File: src/rtl/color_freq_counter.sv
// Colour-sensor front end: steps the filter through red, green, blue and clear,
// counts sensor pulses over a fixed gate window per filter, publishes all four at once.
module color_freq_counter #(
    parameter int GATE_CYCLES   = 100000,
    parameter int SETTLE_CYCLES = 10000,
    parameter int CNT_W         = 10
) (
    input  logic             clk,
    input  logic             rst,
    input  logic             sensor_out,
    input  logic             start,
    output logic             s2,
    output logic             s3,
    output logic             busy,
    output logic [CNT_W-1:0] red_freq,
    output logic [CNT_W-1:0] green_freq,
    output logic [CNT_W-1:0] blue_freq,
    output logic [CNT_W-1:0] clear_freq,
    output logic             done
);

    // state  | meaning
    // IDLE   | waiting for start high
    // SETTLE | filter lines just changed, letting the sensor output settle
    // GATE   | counting rise pulses for the current filter
    // STORE  | latch the count into the channel shadow, advance or publish
    // DONE   | results valid; waiting for start low
    typedef enum logic [2:0] {IDLE, SETTLE, GATE, STORE, DONE} state_t;

    localparam int TMR_MAX = (GATE_CYCLES > SETTLE_CYCLES) ? GATE_CYCLES : SETTLE_CYCLES;
    localparam int TMR_W   = $clog2(TMR_MAX);
    localparam logic [TMR_W-1:0] SETTLE_LOAD = TMR_W'(SETTLE_CYCLES - 1);
    localparam logic [TMR_W-1:0] GATE_LOAD   = TMR_W'(GATE_CYCLES - 1);
    localparam logic [CNT_W-1:0] CNT_MAX     = '1;

    state_t           state, state_nxt;
    logic [1:0]       ch, ch_nxt;
    logic [TMR_W-1:0] tmr;
    logic [CNT_W-1:0] cnt;
    logic [CNT_W-1:0] shadow_r, shadow_g, shadow_b;
    logic             sync1, sync2, prev, rise;
    logic             busy_nxt, done_nxt;
    logic             enter_settle, enter_gate, publish, store_en;

    function automatic logic [1:0] filter_code(input logic [1:0] c);
        case (c)
            2'd0:    return 2'b00;
            2'd1:    return 2'b11;
            2'd2:    return 2'b01;
            default: return 2'b10;
        endcase
    endfunction

    // Two flops resolve metastability; the third gives the previous level for edge detect.
    always_ff @(posedge clk or posedge rst) begin
        if (rst) begin
            sync1 <= 1'b0;
            sync2 <= 1'b0;
            prev  <= 1'b0;
        end else begin
            sync1 <= sensor_out;
            sync2 <= sync1;
            prev  <= sync2;
        end
    end

    assign rise = sync2 & ~prev;

    always_ff @(posedge clk or posedge rst) begin
        if (rst) state <= IDLE;
        else     state <= state_nxt;
    end

    always_comb begin
        state_nxt = state;
        unique case (state)
            IDLE:    if (start) state_nxt = SETTLE;
            SETTLE: begin
                if (!start)          state_nxt = IDLE;
                else if (tmr == '0)  state_nxt = GATE;
            end
            GATE: begin
                if (!start)          state_nxt = IDLE;
                else if (tmr == '0)  state_nxt = STORE;
            end
            STORE: begin
                if (!start)          state_nxt = IDLE;
                else if (ch == 2'd3) state_nxt = DONE;
                else                 state_nxt = SETTLE;
            end
            DONE:    if (!start) state_nxt = IDLE;
            default: state_nxt = IDLE;
        endcase
    end

    always_comb begin
        busy_nxt     = 1'b0;
        done_nxt     = 1'b0;
        ch_nxt       = ch;
        enter_settle = 1'b0;
        enter_gate   = 1'b0;
        publish      = 1'b0;
        store_en     = 1'b0;
        unique case (state_nxt)
            SETTLE, GATE, STORE: busy_nxt = 1'b1;
            DONE:                done_nxt = 1'b1;
            default:             ;
        endcase
        unique case (state)
            IDLE: begin
                if (state_nxt == SETTLE) begin
                    enter_settle = 1'b1;
                    ch_nxt       = 2'd0;
                end
            end
            SETTLE:  enter_gate = (state_nxt == GATE);
            STORE: begin
                store_en = (state_nxt != IDLE);
                publish  = (state_nxt == DONE);
                if (state_nxt == SETTLE) begin
                    enter_settle = 1'b1;
                    ch_nxt       = ch + 2'd1;
                end
            end
            default: ;
        endcase
    end

    always_ff @(posedge clk or posedge rst) begin
        if (rst) begin
            ch         <= 2'd0;
            busy       <= 1'b0;
            done       <= 1'b0;
            s2         <= 1'b0;
            s3         <= 1'b0;
            tmr        <= '0;
            cnt        <= '0;
            shadow_r   <= '0;
            shadow_g   <= '0;
            shadow_b   <= '0;
            red_freq   <= '0;
            green_freq <= '0;
            blue_freq  <= '0;
            clear_freq <= '0;
        end else begin
            ch   <= ch_nxt;
            busy <= busy_nxt;
            done <= done_nxt;

            if (enter_settle) begin
                {s2, s3} <= filter_code(ch_nxt);
                tmr      <= SETTLE_LOAD;
            end else if (enter_gate) begin
                tmr <= GATE_LOAD;
            end else if (tmr != '0) begin
                tmr <= tmr - 1'b1;
            end

            // Saturating count; a wrapped count would mislead the downstream divider.
            if (enter_gate)
                cnt <= '0;
            else if (state == GATE && rise && cnt != CNT_MAX)
                cnt <= cnt + 1'b1;

            if (store_en) begin
                case (ch)
                    2'd0:    shadow_r <= cnt;
                    2'd1:    shadow_g <= cnt;
                    2'd2:    shadow_b <= cnt;
                    default: ;
                endcase
            end

            // Clear channel goes straight from the counter so all four land on one edge.
            if (publish) begin
                red_freq   <= shadow_r;
                green_freq <= shadow_g;
                blue_freq  <= shadow_b;
                clear_freq <= cnt;
            end
        end
    end

endmodule
File: config.mk
export PLATFORM = sky130hd
export DESIGN_NAME = color_freq_counter
export DESIGN_NICKNAME = d
export VERILOG_FILES = /design/src/rtl/color_freq_counter.sv
export SDC_FILE = /design/constraint.sdc
export NUM_CORES = 1
export LEC_CHECK = 0
export CORE_AREA = 2 2 163 85
export DETAILED_ROUTE_END_ITERATION = 8
export DIE_AREA = 0 0 165 87
export SYNTH_ARGS = -nofsm -noshare
export SYNTH_HDL_FRONTEND = slang
export SYNTH_SLANG_ARGS = --single-unit
File: constraint.sdc
create_clock -name clk -period 4.1 [get_ports clk]
set_input_delay 1.23 -clock clk [delete_from_list [all_inputs] [get_ports clk]]
set_output_delay 1.23 -clock clk [all_outputs]
set_load 0.005 [all_outputs]
[After elaboration in Yosys (flattened, before gate mapping)]
Index checks and enable logic that the tools add are counted.
Storage, ports and cells
  register bits: 109
Cells by class
  add/sub/neg operators: 3
  equality and inequality tests: 14
  muxes and demuxes: 25
  bitwise gates (word level): 2
  reduce and logical (&&, ||, !) cells: 15
Operators with widths (number)
  $mux 17: 3
  $mux 3: 8
  $mux 10: 2
  $logic_not 17->1: 1
  $reduce_bool 17->1: 1
  $sub 17x1->17 const B: 1
  $pmux 3 s5: 1
  $eq 3x2->1 const B: 4
  $add 10x1->10 const B: 1
  $ne 10x10->1 const B: 1
  $mux 1: 7
  $eq 2x2->1 const B: 3
  $eq 3x1->1 const B: 2
  $eq 3x3->1 const B: 2
  $pmux 2 s3: 1
  $reduce_and 2->1: 3
  $reduce_bool 3->1: 2
  $eq 2x1->1 const B: 2
  $logic_not 2->1: 2
  $mux 2: 2
  $pmux 2 s2: 1
  $logic_not 3->1: 1
  $reduce_or 3->1: 1
  $add 2x1->2 const B: 1
  other kinds (5): 6

[Depth between registers and ports, before layout]
  word-level depth: 9
  gate-level depth with buffers: 13
  gate-level depth less buffers: 11

[Worst setup path before layout]
No wires, ideal clock.
  path kind: input to register
  start: in start
  end: reg s3
  library setup time: 0.129 ns
  arrival: 2.488 ns
  data required time: 3.971 ns
  setup slack: 1.483 ns
  stages on the path: 8
  buffers on the path: 1
  cell sequence: nor2b_1 > clkbuf_1 > o21ai_0 > ha_1 > inv_1 > a22o_1 > nand2_1 > o21ai_0
Between the ends
  word-level cells in the longest chain between the ends: 7
  elaborated cells between the ends (all ways): 16
  those cells by class: 3 x eq/ne; 12 x mux; 1 x reduce/logical
Ends and longest elaborated chain
  start, declared: line 11  | input logic start,
  $mux 3, on equally long branches
  $pmux 3 s5 (*): line 76  | unique case (state)
  $eq 3x1->1 (*): line 111, 120
  $mux 2, on equally long branches: line 120, 111
  $pmux 2 s2: line 109  | unique case (state)
  $eq 2x2->1 (tied with other cells): line 46  | case (c)
  $pmux 2 s3: line 46
  end signal, assigned: line 151  | {s2, s3} <= filter_code(ch_nxt);
  end, declared: line 13  | output logic s3,
Mark *: on every way between the ends. The rest lies on a longest branch, timed or not.
A chain may end at the register's enable or synchronous reset.

[Worst setup path after layout]
Ends and elaborated chain as after synthesis.

==> run metrics <==
number of antenna violations at the first check in global routing 0; placed wire-length estimate after detailed placement 7.29 mm; TritonCTS buffer count 9; Max Fclk 361 MHz; largest cells by area after synthesis sky130_fd_sc_hd__dfrtp_1 (56%), sky130_fd_sc_hd__mux2_2 (15%), sky130_fd_sc_hd__ha_1 (2.1%); detailed-router iteration count before antenna repair 4; standard-cell row count 30; Hold-fix buffers, CTS 0; flip-flop and latch area 0.00273 sq mm; buffers inserted by post-CTS timing repair 0; Tightest Pin Transition 0.993 ns; Synth Instances 382; setup skew after layout 0.0112 ns; Core Region 0.0131 sq mm; final cell count without fillers 605; setup repair after global routing missed its margin no; DRC violation total after the first TritonRoute iteration 243; power density of the placed cells 385 mW/mm^2; worst skew pair latency 0.35 ns; worst hold slack after final layout 0.375 ns; net count after synthesis 394; critical path's top delay family buffers and inverters; Critical Path Source Type primary input; maximum number of pins on one net before global-route repair 61; instance count after placement with tap cells included 589; overall track demand over capacity in global routing 0.156; crit-path max cell delay 0.54 ns; combined area of all synthesized cells 0.00484 sq mm; type of the tightest min-delay check register to register; register-to-register setup slack 1.60 ns; Worst path most repeated cell sky130_fd_sc_hd__o21ai_0; Yosys cell types 60; clock input transition at the sequential cells of the worst setup and hold paths 0.07 ns; post_cts resized 0; effective utilization at floorplan 0.369; average via count per standard cell 5.21; sequential fraction of the synthesis area 0.564; Final Hold Violating Endpoints 0; die span in x 165 microns; H-tree levels 3; portion of synthesized cell area occupied by the leading cell type 0.564; most instantiated flip-flop cell in the synthesis netlist sky130_fd_sc_hd__dfrtp_1; top post-synthesis cells by count sky130_fd_sc_hd__dfrtp_1 (109), sky130_fd_sc_hd__mux2_2 (65), sky130_fd_sc_hd__a21oi_1 (18), sky130_fd_sc_hd__nand2_1 (18), sky130_fd_sc_hd__nor2_1 (15); Critical Path RT 4.32 ns; post-synthesis cell type with the largest combined area sky130_fd_sc_hd__dfrtp_1; Worst VDD drop 0.190 mV; yosys warns 0; CTS tree yes; final antenna-violating net count 0; NumNets Final 436; CP Buf/Inv Count 2; drt wl/cell 16.8 microns; count of fill cells added during filler insertion 1191; cell at the slowest stage of the critical path sky130_fd_sc_hd__clkdlybuf4s50_1; post-route minimum period 2.77 ns; leak pwr 2.67 nW; CP Cell Sequence clkdlybuf4s50_1, nor2b_1, buf_4, o21ai_0, ha_1, nand2_1, a21oi_1, o22ai_1, o21ai_0; Setup Total Neg Slack 0 ns; full die area 0.0144 sq mm; Avg Synthesized Cell Area 12.7 sq um; slack of the critical path 1.33 ns; kind of critical path primary input to register; final setup violation count 0; number of I/O port buffers 47; first-pass GRT wire length 17.1 mm; outcome completed; via count of the first global-routing pass 3132; multi-input combinational cell area 0.00196 sq mm; share of the clock period used by the worst path after layout 0.675; Maximum Capacitance Violations 0; sink count of the clock tree 109; critical path endpoint category register; EDFF count, synth 0; gpl congestion 0.852; most repeated cell in the gate-level netlist after synthesis sky130_fd_sc_hd__dfrtp_1; max_slew headroom 0.333; number of buffers on the longest clock path 2; CP arrival 2.99 ns; clock root cell sky130_fd_sc_hd__clkbuf_16; worst setup slack before clock tree synthesis 0.974 ns; worst-path maximum fanout 12; total count of max-transition violations in the final report 0; share of layout cells above drive strength 1 0.228; post-synthesis async set-or-reset flop share 1.00; Total Routed Length 10.2 mm; boundary pin count 48; height of the chip 87 microns; antenna diode count 0; count of vias placed by the detailed router 3151; Congestion Overflow GR 0; Layout Area Growth over Synthesis 19.9%; register bit total from synthesis 109; residual DRC count 0; utilization after layout 0.443
## report_power, final
part | switching, W | total, W | leakage (nW) | internal, W
registers | 0.0000468 | 0.00115 | 1.43 | 0.00110
clock network | 0.000390 | 0.000947 | 0.164 | 0.000558
logic | 0.0000776 | 0.000136 | 1.08 | 0.0000579
total | 0.000514 | 0.00223 | 2.67 | 0.00172
## state kept, by name (all words and copies together) (netlist names), 3 cells and up, named ones only
name,count
shadow_g,10
red_freq,10
tmr,17
shadow_b,10
green_freq,10
state,3
cnt,10
blue_freq,10
shadow_r,10
clear_freq,10
## kinds of logic after synthesis
family	count (synthesis)	synth area share
flip-flops	109	0.564
adder cells (fa/ha/maj)	8	0.0207
AO/OA/AOI/OAI	59	0.0800
buffers and inverters	30	0.0308
XOR/XNOR	3	0.00543
multiplexers	74	0.171
AND/OR/NAND/NOR	99	0.128
## worst paths after layout
path                         from            end  depth (start not counted)
hold / removal              sync1          sync2                          0
setup / recovery            start             s3                          9
setup reg to reg           tmr[0]             s3                         11
hold reg to reg             sync1          sync2                          0
max in group asynchronous     rst         tmr[8]                          3
min in group asynchronous     rst  green_freq[6]                          2
## stage by stage
step	area (sq um)	power, W
global route	5800	0.00234
detailed placement	5470	0.00131
floorplan	4840	0.00126
finish	5800	0.00223
global placement	5470	0.00130
CTS	5800	0.00227
## layout by cell type (no fill, tap or decap), drive strengths merged, types with 3 or more instances in the layout
cell,Yosys,final
clkbuf,10,10
buf,12,6
nor3,5,5
nor2b,6,6
nand4,6,6
mux2,70,70
o221ai,3,3
nor4,7,7
or4,6,6
a21oi,18,18
inv,8,10
and3,3,3
dfrtp,109,109
o21ai,12,12
nand3,9,9
or3,4,4
clkdlybuf4s50,0,47
a22oi,4,4
mux2i,4,4
nand2,18,18
nor2,15,15
a31oi,3,3
ha,8,8
o31ai,6,6
## cell type report
type / instances / share of cell area
multi-input combinational: 243 / 0.338
inverter: 8 / 0.00583
sequential: 109 / 0.470
clock buffer: 10 / 0.0412
tap: 176 / 0.0380
clock inverter: 6 / 0.0157
timing repair buffer: 53 / 0.0910
## routing by layer
layer  up-vias  part of all wire  track usage
li1       1483                 -            -
met5         -                 0            0
met1      1568              0.53        0.242
met3         8             0.064       0.0433
met4         0            0.0086       0.0379
met2        92              0.40        0.213
## worst register-to-register path, cell delays in order, from the launching register on
cell and delay [ns]:
sky130_fd_sc_hd__dfrtp_1 0.41, sky130_fd_sc_hd__inv_1 0.12, sky130_fd_sc_hd__ha_1 0.18, sky130_fd_sc_hd__nor4b_4 0.41, sky130_fd_sc_hd__and4_1 0.28, sky130_fd_sc_hd__a21oi_1 0.09, sky130_fd_sc_hd__o21ai_0 0.21, sky130_fd_sc_hd__ha_1 0.29
sky130_fd_sc_hd__nand2_1 0.07, sky130_fd_sc_hd__a21oi_1 0.06, sky130_fd_sc_hd__o22ai_1 0.16, sky130_fd_sc_hd__o21ai_0 0.10
Note: power is estimated with default switching activity, not from simulation.
